<file path="config.mk">
export PLATFORM = sky130hd
export DESIGN_NAME = uart_tx_scheduler
export DESIGN_NICKNAME = d
export VERILOG_FILES = /design/src/rtl/uart_pkg.sv /design/src/rtl/sync_fifo.sv /design/src/rtl/uart_tx_scheduler.sv
export SDC_FILE = /design/constraint.sdc
export NUM_CORES = 1
export LEC_CHECK = 0
export BUFFER_PORTS_ARGS = -buffer_cell sky130_fd_sc_hd__buf_2
export CORE_MARGIN = 5
export CORE_UTILIZATION = 50
export DETAILED_ROUTE_END_ITERATION = 12
export PLACE_DENSITY = 0.76
export SLEW_MARGIN = 20
export SYNTH_ARGS = -nofsm -noshare
export SYNTH_HDL_FRONTEND = slang
export SYNTH_SLANG_ARGS = --single-unit
</file>
<file path="constraint.sdc">
create_clock -name clk -period 2.2 [get_ports clk]
set_input_delay 0.55 -clock clk [delete_from_list [all_inputs] [get_ports clk]]
set_output_delay 0.55 -clock clk [all_outputs]
set_load 0.005 [all_outputs]
</file>
<file path="src/rtl/uart_pkg.sv">
// rtl/uart_pkg.sv - shared types and helpers for the UART transmit scheduler
package uart_pkg;

  typedef enum logic [2:0] {
    SCH_IDLE      = 3'd0,
    SCH_LAUNCH    = 3'd1,
    SCH_WAIT_BUSY = 3'd2,
    SCH_WAIT_DONE = 3'd3,
    SCH_GAP       = 3'd4
  } sch_state_e;

  localparam int UART_CLK_FREQ = 100_000_000;
  localparam int UART_BAUD     = 9600;
  localparam int REQ_MAX       = 8;

  // Returns {found, index} of the first set bit of req at or after ptr, wrapping at n.
  function automatic logic [3:0] rr_first(input logic [REQ_MAX-1:0] req,
                                          input logic [2:0]         ptr,
                                          input int                 n);
    logic [3:0] res;
    int         idx;
    res = 4'b0;
    for (int k = 0; k < REQ_MAX; k++) begin
      idx = (int'(ptr) + k) % n;
      if (k < n && !res[3] && req[idx[2:0]]) begin
        res = {1'b1, idx[2:0]};
      end
    end
    return res;
  endfunction

endpackage

</file>
<file path="src/rtl/sync_fifo.sv">
// rtl/sync_fifo.sv - synchronous FIFO with flush, occupancy count and full/empty flags
module sync_fifo #(
  parameter int WIDTH = 8,
  parameter int DEPTH = 4
) (
  input  logic                       clk_i,
  input  logic                       rst_i,
  input  logic                       push_i,
  input  logic [WIDTH-1:0]           wdata_i,
  input  logic                       pop_i,
  input  logic                       flush_i,
  output logic [WIDTH-1:0]           rdata_o,
  output logic [$clog2(DEPTH+1)-1:0] count_o,
  output logic                       full_o,
  output logic                       empty_o
);

  localparam int AW = $clog2(DEPTH);
  localparam int CW = $clog2(DEPTH+1);

  logic [WIDTH-1:0] mem_q [DEPTH];
  logic [AW-1:0]    wr_ptr_q;
  logic [AW-1:0]    rd_ptr_q;
  logic [CW-1:0]    count_q;
  logic [CW-1:0]    count_d;
  logic             do_push;
  logic             do_pop;

  assign full_o  = (count_q == CW'(DEPTH));
  assign empty_o = (count_q == '0);
  assign count_o = count_q;
  assign rdata_o = mem_q[rd_ptr_q];

  // Flush wins over both push and pop at the same edge.
  assign do_push = push_i && !full_o && !flush_i;
  assign do_pop  = pop_i && !empty_o && !flush_i;

  always_comb begin
    count_d = count_q;
    if (flush_i) begin
      count_d = '0;
    end else if (do_push && !do_pop) begin
      count_d = count_q + 1'b1;
    end else if (do_pop && !do_push) begin
      count_d = count_q - 1'b1;
    end
  end

  always_ff @(posedge clk_i) begin
    if (rst_i) begin
      wr_ptr_q <= '0;
      rd_ptr_q <= '0;
      count_q  <= '0;
    end else begin
      count_q <= count_d;
      if (flush_i) begin
        wr_ptr_q <= '0;
        rd_ptr_q <= '0;
      end else begin
        if (do_push) begin
          mem_q[wr_ptr_q] <= wdata_i;
          wr_ptr_q        <= wr_ptr_q + 1'b1;
        end
        if (do_pop) begin
          rd_ptr_q <= rd_ptr_q + 1'b1;
        end
      end
    end
  end

endmodule

</file>
<file path="src/rtl/uart_tx_scheduler.sv">
// rtl/uart_tx_scheduler.sv - round-robin byte arbiter and frame sequencer in front of one UART transmitter
module uart_tx_scheduler
  import uart_pkg::*;
#(
  parameter int NUM_REQ    = 4,
  parameter int DataWidth  = 8,
  parameter int DEPTH      = 4,
  parameter int GAP_CYCLES = 16,
  parameter int BUSY_TMO   = 1024
) (
  input  logic                         clk,
  input  logic                         rst,
  input  logic [NUM_REQ-1:0]           req,
  input  logic [NUM_REQ*DataWidth-1:0] req_data,
  output logic [NUM_REQ-1:0]           req_ack,
  input  logic                         flush,
  output logic [DataWidth-1:0]         tx_data,
  output logic                         tx_start,
  input  logic                         tx_busy,
  output logic [$clog2(DEPTH+1)-1:0]   fifo_count,
  output logic                         fifo_full,
  output logic                         fifo_empty,
  output logic                         tmo_err
);

  localparam int PW = $clog2(NUM_REQ);
  localparam int TW = $clog2(BUSY_TMO+1);
  localparam int GW = $clog2(GAP_CYCLES+1);

  sch_state_e          state_q;
  logic [PW-1:0]       rr_ptr_q;
  logic [PW-1:0]       rr_ptr_d;
  logic [NUM_REQ-1:0]  req_ack_q;
  logic [DataWidth-1:0] tx_data_q;
  logic                tx_start_q;
  logic                tmo_err_q;
  logic [TW-1:0]       tmo_cnt_q;
  logic [GW-1:0]       gap_cnt_q;

  logic [3:0]          pick;
  logic                grant;
  logic [PW-1:0]       gidx;
  logic [DataWidth-1:0] push_data;
  logic                pop;
  logic [DataWidth-1:0] head_data;

  // Full is judged on the registered count, so a same-edge pop never frees a slot early.
  assign pick      = rr_first(REQ_MAX'(req), 3'(rr_ptr_q), NUM_REQ);
  assign grant     = pick[3] && !fifo_full && !flush;
  assign gidx      = PW'(pick[2:0]);
  assign push_data = req_data[gidx*DataWidth +: DataWidth];
  assign pop       = (state_q == SCH_IDLE) && !fifo_empty && !flush;

  always_comb begin
    rr_ptr_d = rr_ptr_q;
    if (grant) begin
      rr_ptr_d = (gidx == PW'(NUM_REQ-1)) ? '0 : gidx + 1'b1;
    end
  end

  always_ff @(posedge clk) begin
    if (rst) begin
      rr_ptr_q  <= '0;
      req_ack_q <= '0;
    end else begin
      rr_ptr_q  <= rr_ptr_d;
      req_ack_q <= grant ? (NUM_REQ'(1) << gidx) : '0;
    end
  end

  sync_fifo #(
    .WIDTH (DataWidth),
    .DEPTH (DEPTH)
  ) u_fifo (
    .clk_i   (clk),
    .rst_i   (rst),
    .push_i  (grant),
    .wdata_i (push_data),
    .pop_i   (pop),
    .flush_i (flush),
    .rdata_o (head_data),
    .count_o (fifo_count),
    .full_o  (fifo_full),
    .empty_o (fifo_empty)
  );

  always_ff @(posedge clk) begin
    if (rst) begin
      state_q    <= SCH_IDLE;
      tx_data_q  <= '0;
      tx_start_q <= 1'b0;
      tmo_err_q  <= 1'b0;
      tmo_cnt_q  <= '0;
      gap_cnt_q  <= '0;
    end else begin
      tx_start_q <= 1'b0;
      tmo_err_q  <= 1'b0;
      case (state_q)
        SCH_IDLE: begin
          if (pop) begin
            tx_data_q <= head_data;
            state_q   <= SCH_LAUNCH;
          end
        end
        SCH_LAUNCH: begin
          tx_start_q <= 1'b1;
          tmo_cnt_q  <= '0;
          state_q    <= SCH_WAIT_BUSY;
        end
        SCH_WAIT_BUSY: begin
          if (tx_busy) begin
            tmo_cnt_q <= '0;
            state_q   <= SCH_WAIT_DONE;
          end else if (tmo_cnt_q == TW'(BUSY_TMO-1)) begin
            tmo_cnt_q <= '0;
            tmo_err_q <= 1'b1;
            state_q   <= SCH_GAP;
          end else begin
            tmo_cnt_q <= tmo_cnt_q + 1'b1;
          end
        end
        SCH_WAIT_DONE: begin
          if (!tx_busy) begin
            state_q <= SCH_GAP;
          end
        end
        SCH_GAP: begin
          if (gap_cnt_q == GW'(GAP_CYCLES-1)) begin
            gap_cnt_q <= '0;
            state_q   <= SCH_IDLE;
          end else begin
            gap_cnt_q <= gap_cnt_q + 1'b1;
          end
        end
        default: begin
          gap_cnt_q <= '0;
          tmo_cnt_q <= '0;
          state_q   <= SCH_IDLE;
        end
      endcase
    end
  end

  assign req_ack  = req_ack_q;
  assign tx_data  = tx_data_q;
  assign tx_start = tx_start_q;
  assign tmo_err  = tmo_err_q;

endmodule

</file>
**After elaboration in Yosys (flattened, before gate mapping)**

Memories as Yosys holds them, arrays and structs flattened. A register that Yosys moved wholly into a read port is not among the register bits.
Cells that the tools add are included.

- Bits in registers: 34
- RAM bits: 32
- Input bits: 40
- Memories: 1

- Add/sub/neg operators: 10
- Order comparisons: 4
- Equality and inequality tests: 12
- Shift-type cells: 2
- Multiplexer cells: 32
- Bitwise operators: 5
- Reductions and logical operators: 34

Memory list:

| memory | depth | width | read ports | clocked after memory_dff | write ports | RTL line | text |
|---|---|---|---|---|---|---|---|
| u_fifo.mem_q | 4 | 8 | 1 | 1 | 1 | sync_fifo.sv:21 | `logic [WIDTH-1:0] mem_q [DEPTH];` |

Operators by type and width:

| cell | count |
|---|---|
| indexed part select 32 x 6 -> 8 bit | 1 |
| two-way mux 11 bit | 2 |
| case mux 11 bit (2 select lines) | 1 |
| two-way mux 3 bit | 7 |
| two-way mux 4 bit | 4 |
| case mux 3 bit (5 select lines) | 1 |
| logical AND 1 bit | 13 |
| < comparator 3 x 4 -> 1 bit, second input constant | 3 |
| adder 11 x 1 -> 11 bit, second input constant | 1 |
| equality test 11 x 10 -> 1 bit, second input constant | 1 |
| two-way mux 1 bit | 10 |
| case mux 5 bit (2 select lines) | 1 |
| OR reduction 2 bit | 5 |
| binary-select mux 1 bit (select 3 bit) | 3 |
| adder 2 x 1 -> 2 bit, second input constant | 4 |
| zero test 1 bit | 8 |
| equality test 3 x 2 -> 1 bit, second input constant | 2 |
| equality test 3 bit, second input constant | 2 |
| zero test 3 bit | 2 |
| OR reduction 3 bit | 2 |
| adder 5 x 1 -> 5 bit, second input constant | 1 |
| equality test 5 x 4 -> 1 bit, second input constant | 1 |
| two-way mux 5 bit | 1 |
| adder 2 bit, second input constant | 2 |
| 17 further kinds | 21 |

**Logic depth before layout (Yosys ltp)**

Gate-level depths: netlist of run 1.

- Depth after elaboration: 21
- Mapped depth: 10
- Mapped depth without buffers: 9

**Cells and area by module**

From an unflattened synthesis of run 1, not the netlist that was laid out.

- Cell total of the unflattened synthesis: 297
- Area, all modules: 3520.9 um^2

Modules (own cells, without submodules):

| module | times used | cells an instance | area each (um^2) | sequential area each (um^2) |
|---|---|---|---|---|
| uart_tx_scheduler | 1 | 201 | 1866.8 | 700.7 |
| sync_fifo | 1 | 96 | 1654.1 | 1141.1 |

**Worst setup path after synthesis of run 1**

Ideal clock, no wire load.

- Kind: input port to flip-flop
- Start: input port flush
- End: register u_fifo.count_q[2] (netlist: u_fifo.count_o[2])
- Setup time: 0.070 ns
- Arrival: 2.308 ns
- Required time: 2.130 ns
- Path slack: -0.178 ns
- Stages on the path: 9
- Path buffers: 1
- Cell sequence: or3_1 > buf_2 > inv_1 > ha_1 > inv_1 > fa_1 > xor2_1 > or3_1 > a21oi_1

- Longest elaborated chain between the ends: 7
- Elaborated cells between the ends (all ways): 14
- Those cells by class: mux: 1; reduce/logical: 13

RTL lines:

| item | RTL line | text |
|---|---|---|
| start: declaration | uart_tx_scheduler.sv:16 | `input logic flush,` |
| zero test 1 bit (*) | sync_fifo.sv:35, uart_tx_scheduler.sv:49 |  |
| logical AND 1 bit | uart_tx_scheduler.sv:49 | `assign grant = pick[3] && !fifo_full && !flush;` |
| logical AND 1 bit | sync_fifo.sv:35 | `assign do_push = push_i && !full_o && !flush_i;` |
| logical AND 1 bit (*) | sync_fifo.sv:35 |  |
| via u_fifo.do_push | sync_fifo.sv:26 | `logic do_push;` |
| zero test 1 bit | sync_fifo.sv:44 | `end else if (do_pop && !do_push) begin` |
| logical AND 1 bit | sync_fifo.sv:44 |  |
| nonzero test 2 bit (no line) | - |  |
| end signal: assignment | sync_fifo.sv:55 | `count_q <= count_d;` |
| end: declaration | sync_fifo.sv:24 | `logic [CW-1:0] count_q;` |

Mark *: on every way through the listed nets, which the timed path passes. The rest lies on a longest branch.
A chain may end at the register's enable or synchronous reset.

**Final worst setup path of run 1**

- Start: register u_fifo.count_q[1] (netlist: u_fifo.count_o[1])
- End: register u_fifo.count_q[2] (netlist: u_fifo.count_o[2])

- Longest elaborated chain between the ends: 9
- Elaborated cells between the ends (all ways): 21
- Those cells by class: add/sub: 2; eq/ne: 1; mux: 2; reduce/logical: 16

RTL lines:

| item | RTL line | text |
|---|---|---|
| equality test 3 bit (*) | sync_fifo.sv:29 | `assign full_o = (count_q == CW'(DEPTH));` |
| zero test 1 bit (*) | sync_fifo.sv:35, uart_tx_scheduler.sv:49 |  |
| logical AND 1 bit (2 in a row) | uart_tx_scheduler.sv:49 |  |
| logical AND 1 bit (*) (2 in a row) | sync_fifo.sv:35 |  |
| via u_fifo.do_push | sync_fifo.sv:26 |  |
| zero test 1 bit | sync_fifo.sv:44 |  |
| logical AND 1 bit | sync_fifo.sv:44 |  |
| nonzero test 2 bit (no line) | - |  |

Mark *: on every way through the listed nets, which the timed path passes. The rest lies on a longest branch. The select of a mux whose other input is x is not followed.

==> impl_metrics.py, run 1 <==
metrics = {
    "route": {
        "dr.pass1.iters": 4,
        "drt_iter0_drc": 73,
        "route.detailed.drc": 0,
        "via_per_inst": 5.32,
        "ant_nets": 0,
        "wl_per_cell_um": 14.4,
        "wirelength_um": 6520,
        "num_vias": 2414,
    },
    "global_route": {
        "grt_use_met1": 0.211,
        "grt_use_met3": 0.0380,
        "met2_usage": 0.274,
        "top_usage_layer": "met2",
        "grt-ovfl-total": 0,
        "grtUsageTotal": 0.165,
        "grt_pass1_wl_um": 11200,
        "grt_pass1_vias": 2473,
        "antenna_found_initial": 0,
        "grt_max_degree": 21,
    },
    "sta": {
        "fin_crit_sh": 0.951,
        "finalCriticalPeriod_ps": 2090,
        "worstMarginPinSlew_ps": 613,
        "tns_ps": 0,
        "max_freq_mhz": 478,
        "setup_viol": 0,
        "slew-limit-headroom": 0.591,
        "fin_skew_ps": 13.7,
        "layout_setup_ws_ps": 107,
        "whs_ps": 449,
        "drv_slew": 0,
        "hold_viol": 0,
    },
    "cts": {
        "clock_sinks": 74,
        "htree_levels": 3,
        "postCtsSetupRepairBufs": 0,
        "insertion_delay_ps": 340,
        "cts_root_buffer": "clkbuf_8",
        "clkTransAtPathRegs_ps": 80,
        "cts_tree": "done",
        "cts_buffers": 9,
        "cts_buffer_depth": 2,
    },
    "synthesis": {
        "syn_nets": 341,
        "syn-cell-area_um2": 3330,
        "ys_async_sr_fraction": 0,
        "synth_ff_type": "dfxtp_1",
        "ys_ff_latch": 74,
        "syn_area_per_cell_um2": 11.4,
        "ys_seq_area_frac": 0.542,
        "synth_cell_types": 47,
        "synth_top_area_frac": 0.289,
        "yosys_warnings": 0,
        "synth_edf_count": 32,
        "yosys-top-cells-area": "edfxtp_1, dfxtp_1, mux2i_1, mux4_2, nand2_1",
        "yosys.area.top_type": "edfxtp_1",
        "yosysMostFrequentCell": "dfxtp_1",
        "netlist_instances": 292,
        "synth_commonest_cells": "dfxtp_1, edfxtp_1, nand2_1, mux2i_1, a21oi_1",
    },
    "placement": {
        "port_buffers": 58,
        "dp_slack_ps": -156,
        "hpwlAfterDp_um": 4950,
        "place_congestion": 0.744,
    },
    "power_and_ir_drop": {
        "finalPower_w": 0.00363,
        "ir_worst_vdd_uv": 400,
        "p_leak_nw": 1.67,
        "powerDensity_nw_per_um2": 874,
    },
    "min_path": {
        "worstHoldPathType": "flop to flop",
        "holdPathStages": 1,
        "hold_path.startpoint": "tmo_cnt_q[10]",
    },
    "floorplan": {
        "die_y_um": 91.6,
        "fp.coreArea_um2": 6420,
        "ios": 59,
        "start_util": 0.518,
        "die_w_um": 91.6,
        "rows": 29,
        "die_area_um2": 8380,
    },
    "critical_path": {
        "worstRegToRegCells": 9,
        "startpoint": "u_fifo.count_o[1]",
        "critical_path_arrival_ps": 2380,
        "worstSetupEndpointType": "flop",
        "critPathKind": "flop to flop",
        "start_kind": "flop",
        "cp_max_fo": 3,
        "r2r_start": "u_fifo.count_o[1]",
        "worstPathRequired_ps": 2490,
    },
    "final_layout": {
        "synthToLayoutAreaGrowth_pct": 24.8,
        "utilization": 0.646,
        "num-fill-cells": 474,
        "drive_gt1_frac": 0.324,
        "nets": 421,
        "diodes": 0,
    },
    "status": {
        "status": "complete, no violations",
    },
    "flow_run": {
        "drv_cap": 0,
    },
}
cells in the final DEF, fill, tap and decap left out, drive strengths merged, types with 2 or more instances in the layout:
master    instances
nand3             4
xnor2             4
or2               2
dfxtp            42
nand4             3
nor2             22
clkbuf            9
mux4              8
a31oi             2
clkinvlp          3
mux2i            26
nor4              4
or3               7
xor2              8
bufinv            2
and3              5
ha                8
buf              82
inv              12
edfxtp           32
nor3              2
o21ai             6
nand2            32
and2              5
a21oi            25
nand2b            6
registers in the layout, indices dropped and copies added, names as in the netlist:
name	flops
tx_data	8
state_q	3
tmo_err	1
u_fifo.rd_ptr_q	2
rr_ptr_q	2
req_ack	4
u_fifo.mem_q	32
gap_cnt_q	5
u_fifo.wr_ptr_q	2
u_fifo.count_o	3
tmo_cnt_q	11
tx_start	1
area by class of cell:
| cell class | count | area, µm² | share of cell area |
|---|---|---|---|
| clock buffer | 9 | 124 | 0.0298 |
| timing repair buffer | 82 | 533 | 0.128 |
| sequential | 74 | 1800 | 0.434 |
| multi-input combinational | 194 | 1450 | 0.350 |
| tap | 77 | 96.3 | 0.0232 |
| clock inverter | 7 | 100 | 0.0241 |
| inverter | 11 | 43.8 | 0.0105 |
report_power, final:
group	switching (W)	internal, W
logic	0.000464	0.000397
clock network	0.000513	0.000645
registers	0.0000587	0.00155
layer usage:
layer / share of wire / up-vias
met5: 0 / -
met4: 0.011 / 0
met3: 0.057 / 8
met2: 0.50 / 71
met1: 0.43 / 1134
li1: - / 1201
logic make-up after synthesis:
kind of cell | count (synthesis) | share of synthesized area
simple gates | 98 | 0.152
flops | 74 | 0.542
xor+xnor | 12 | 0.0316
compound gates | 40 | 0.0704
mux | 35 | 0.136
buf+inv | 24 | 0.0320
fa+ha+maj | 9 | 0.0361
critical path, stage by stage, from the launching register on:
cell and delay, ps:
dfxtp_1 400, nor3b_1 80, or3_4 390, inv_4 70, ha_4 120, inv_1 40, fa_2 330, xor2_1 150
or3_1 320, a21oi_2 120
through the flow:
step / cells / instance area, µm²
2_1_floorplan: 292 / 3350
3_3_place_gp: 438 / 3910
3_5_place_dp: 438 / 3910
4_1_cts: 454 / 4140
5_1_grt: 454 / 4150
6_report: 454 / 4150
path summary, 6_finish.rpt:
path,to,slack (ps)
worst min-delay path,tmo_cnt_q[10],450
worst max-delay path,u_fifo.count_o[2],110
worst max register to register,u_fifo.count_o[2],110
worst min register to register,tmo_cnt_q[10],450
repair_timing:
action                                  4_1_cts  5_1_grt
hold buffers                                  0        0
gates resized for setup                       0        4
endpoints found under the setup margin        0        1
Note: power is estimated with default switching activity, not from simulation.
==> run 2, diff against run 1 <==
--- a/config.mk
+++ b/config.mk
@@ -9,7 +9,7 @@
 export CORE_MARGIN = 5
 export CORE_UTILIZATION = 50
 export DETAILED_ROUTE_END_ITERATION = 12
-export PLACE_DENSITY = 0.76
+export PLACE_DENSITY = 0.85
 export SLEW_MARGIN = 20
 export SYNTH_ARGS = -nofsm -noshare
 export SYNTH_HDL_FRONTEND = slang
==> impl_metrics.py, run 2 (synthesis results as in run 1) <==
metrics = {
    "final_layout": {
        "diodes": 0,
        "drive_gt1_frac": 0.312,
        "final_cell_count_no_fill": 452,
        "largest-register": "u_fifo.mem_q",
        "num-fill-cells": 479,
        "synthToLayoutAreaGrowth_pct": 23.4,
        "final_common_cell": "buf_2",
        "utilization": 0.639,
        "mostFrequentLayoutCells": "buf_2, dfxtp_1, edfxtp_1",
        "fin_area_um2": 4100,
        "nets": 419,
        "largest_register_ffs": 32,
    },
    "critical_path": {
        "worstPathRequired_ps": 2480,
        "critPathBufInv": 2,
        "crit_path_cell_trace": "nor3b_1 > or3_4 > inv_4 > ha_4 > inv_1 > fa_2 > xor2_1 > or3_1 > a21oi_1",
        "startpoint": "u_fifo.count_o[2]",
        "critPathKind": "flop to flop",
        "critical_path_arrival_ps": 2360,
        "start_kind": "flop",
        "r2r_start": "u_fifo.count_o[2]",
        "cpPeakStageDelay_ps": 390,
        "path_delay_family": "simple AND/OR/NAND/NOR gates",
        "cp_max_fo": 5,
        "crit_path_top_delay_cell": "or3_4",
        "worstSetupEndpointType": "flop",
    },
    "placement": {
        "place_congestion": 0.823,
        "dpl-instance-area_um2": 3900,
        "port_buffers": 58,
        "dp.cells": 436,
        "hpwlAfterDp_um": 4690,
    },
    "sta": {
        "finalCriticalPeriod_ps": 2080,
        "rsz0062_at_grt": "no",
        "worstMarginPinSlew_ps": 603,
        "fin_crit_sh": 0.945,
        "slew-limit-headroom": 0.597,
        "drv_slew": 0,
        "setup_viol": 0,
        "fin_skew_ps": 9.48,
        "max_freq_mhz": 481,
        "hold_viol": 0,
        "whs_ps": 450,
    },
    "floorplan": {
        "die_y_um": 91.6,
        "ios": 59,
        "die_area_um2": 8380,
        "die_w_um": 91.6,
        "fp.coreArea_um2": 6420,
        "start_util": 0.518,
        "rows": 29,
    },
    "power_and_ir_drop": {
        "p_clk_frac": 0.293,
        "p_sw_w": 0.000994,
        "power.internal_w": 0.00245,
        "pwr-share-seq": 0.469,
        "p_leak_nw": 1.65,
        "powerDensity_nw_per_um2": 839,
        "swShare": 0.288,
        "ir_worst_vdd_uv": 458,
        "power_frac_comb": 0.238,
        "finalPower_w": 0.00345,
    },
    "cts": {
        "insertion_delay_ps": 340,
        "cts.repair.resized": 0,
        "cts_hold_buf": 0,
        "cts_buffers": 9,
        "clock_sinks": 74,
        "cts_root_buffer": "clkbuf_8",
        "cts_buffer_depth": 2,
        "clkTransAtPathRegs_ps": 80,
        "postCtsSetupRepairBufs": 0,
        "htree_levels": 3,
        "cts_tree": "done",
    },
    "global_route": {
        "grt_pass1_vias": 2342,
        "grt_pass1_wl_um": 10500,
        "grtUsageTotal": 0.156,
        "grt-ovfl-total": 0,
        "grt_max_degree": 21,
        "antenna_found_initial": 0,
    },
    "route": {
        "via_per_inst": 5.25,
        "ant_nets": 0,
        "route.detailed.drc": 0,
        "wirelength_um": 6070,
        "dr.pass1.iters": 4,
        "wl_per_cell_um": 13.4,
        "num_vias": 2374,
        "drt_iter0_drc": 91,
    },
    "status": {
        "status": "complete, no violations",
    },
    "min_path": {
        "hold_path.startpoint": "tmo_cnt_q[10]",
        "worstHoldPathType": "flop to flop",
    },
    "flow_run": {
        "drv_cap": 0,
    },
}
## run 2: changes by cell type in the layout (fill, tap and decap cells not counted), sizes merged
| cell | previous run | this run |
|---|---|---|
| clkinv | 1 | 4 |
| bufinv | 2 | 1 |
| clkbuf | 9 | 10 |
| clkinvlp | 3 | 2 |
| buf | 82 | 80 |
| inv | 12 | 10 |
## run 2: path summary, 6_finish.rpt
path,endpoint,slack [ps],cells after the start
worst max-delay path,u_fifo.count_o[2],120,9
worst min register to register,tmo_cnt_q[10],450,1
worst min-delay path,tmo_cnt_q[10],450,1
worst max register to register,u_fifo.count_o[2],120,9
## run 2: area by class of cell
cell class	count	area (µm²)	area share
Sequential cell	74	1800	0.439
Multi-Input combinational cell	194	1450	0.353
Timing Repair Buffer	80	518	0.126
Clock buffer	10	128	0.0311
Tap cell	77	96.3	0.0235
Clock inverter	6	66.3	0.0162
Inverter	11	43.8	0.0107
## run 2: worst register-to-register path: stages (launching register included)
cell,delay (ps)
dfxtp_1,350
nor3b_1,160
or3_4,390
inv_4,70
ha_4,120
inv_1,40
fa_2,330
xor2_1,150
or3_1,300
a21oi_1,110
## run 2: metrics by stage
| stage | setup TNS, ps | worst slack [ps] |
|---|---|---|
| floorplan | -20.7 | -20.7 |
| global placement | -68.8 | -66.4 |
| detailed placement | -207 | -110 |
| CTS | 0 | 79.4 |
| global route | 0 | 10.5 |
| finish | 0 | 121 |
## run 2: power by group through the flow
stage | clock, W | sequential, W | combinational [W]
after floorplan | 0 | 0.00165 | 0.000533
after global routing | 0.00111 | 0.00163 | 0.000911
final | 0.00101 | 0.00161 | 0.000822
after global placement | 0 | 0.00164 | 0.000796
after CTS | 0.00104 | 0.00161 | 0.000824
after detailed placement | 0 | 0.00164 | 0.000819
## run 2: metal layers
layer	GRT usage	vias to the layer above	share of wire
li1	-	1206	-
met1	0.192	1083	0.45
met2	0.253	73	0.47
met3	0.0521	12	0.065
met4	0.0616	0	0.018
met5	0	-	0
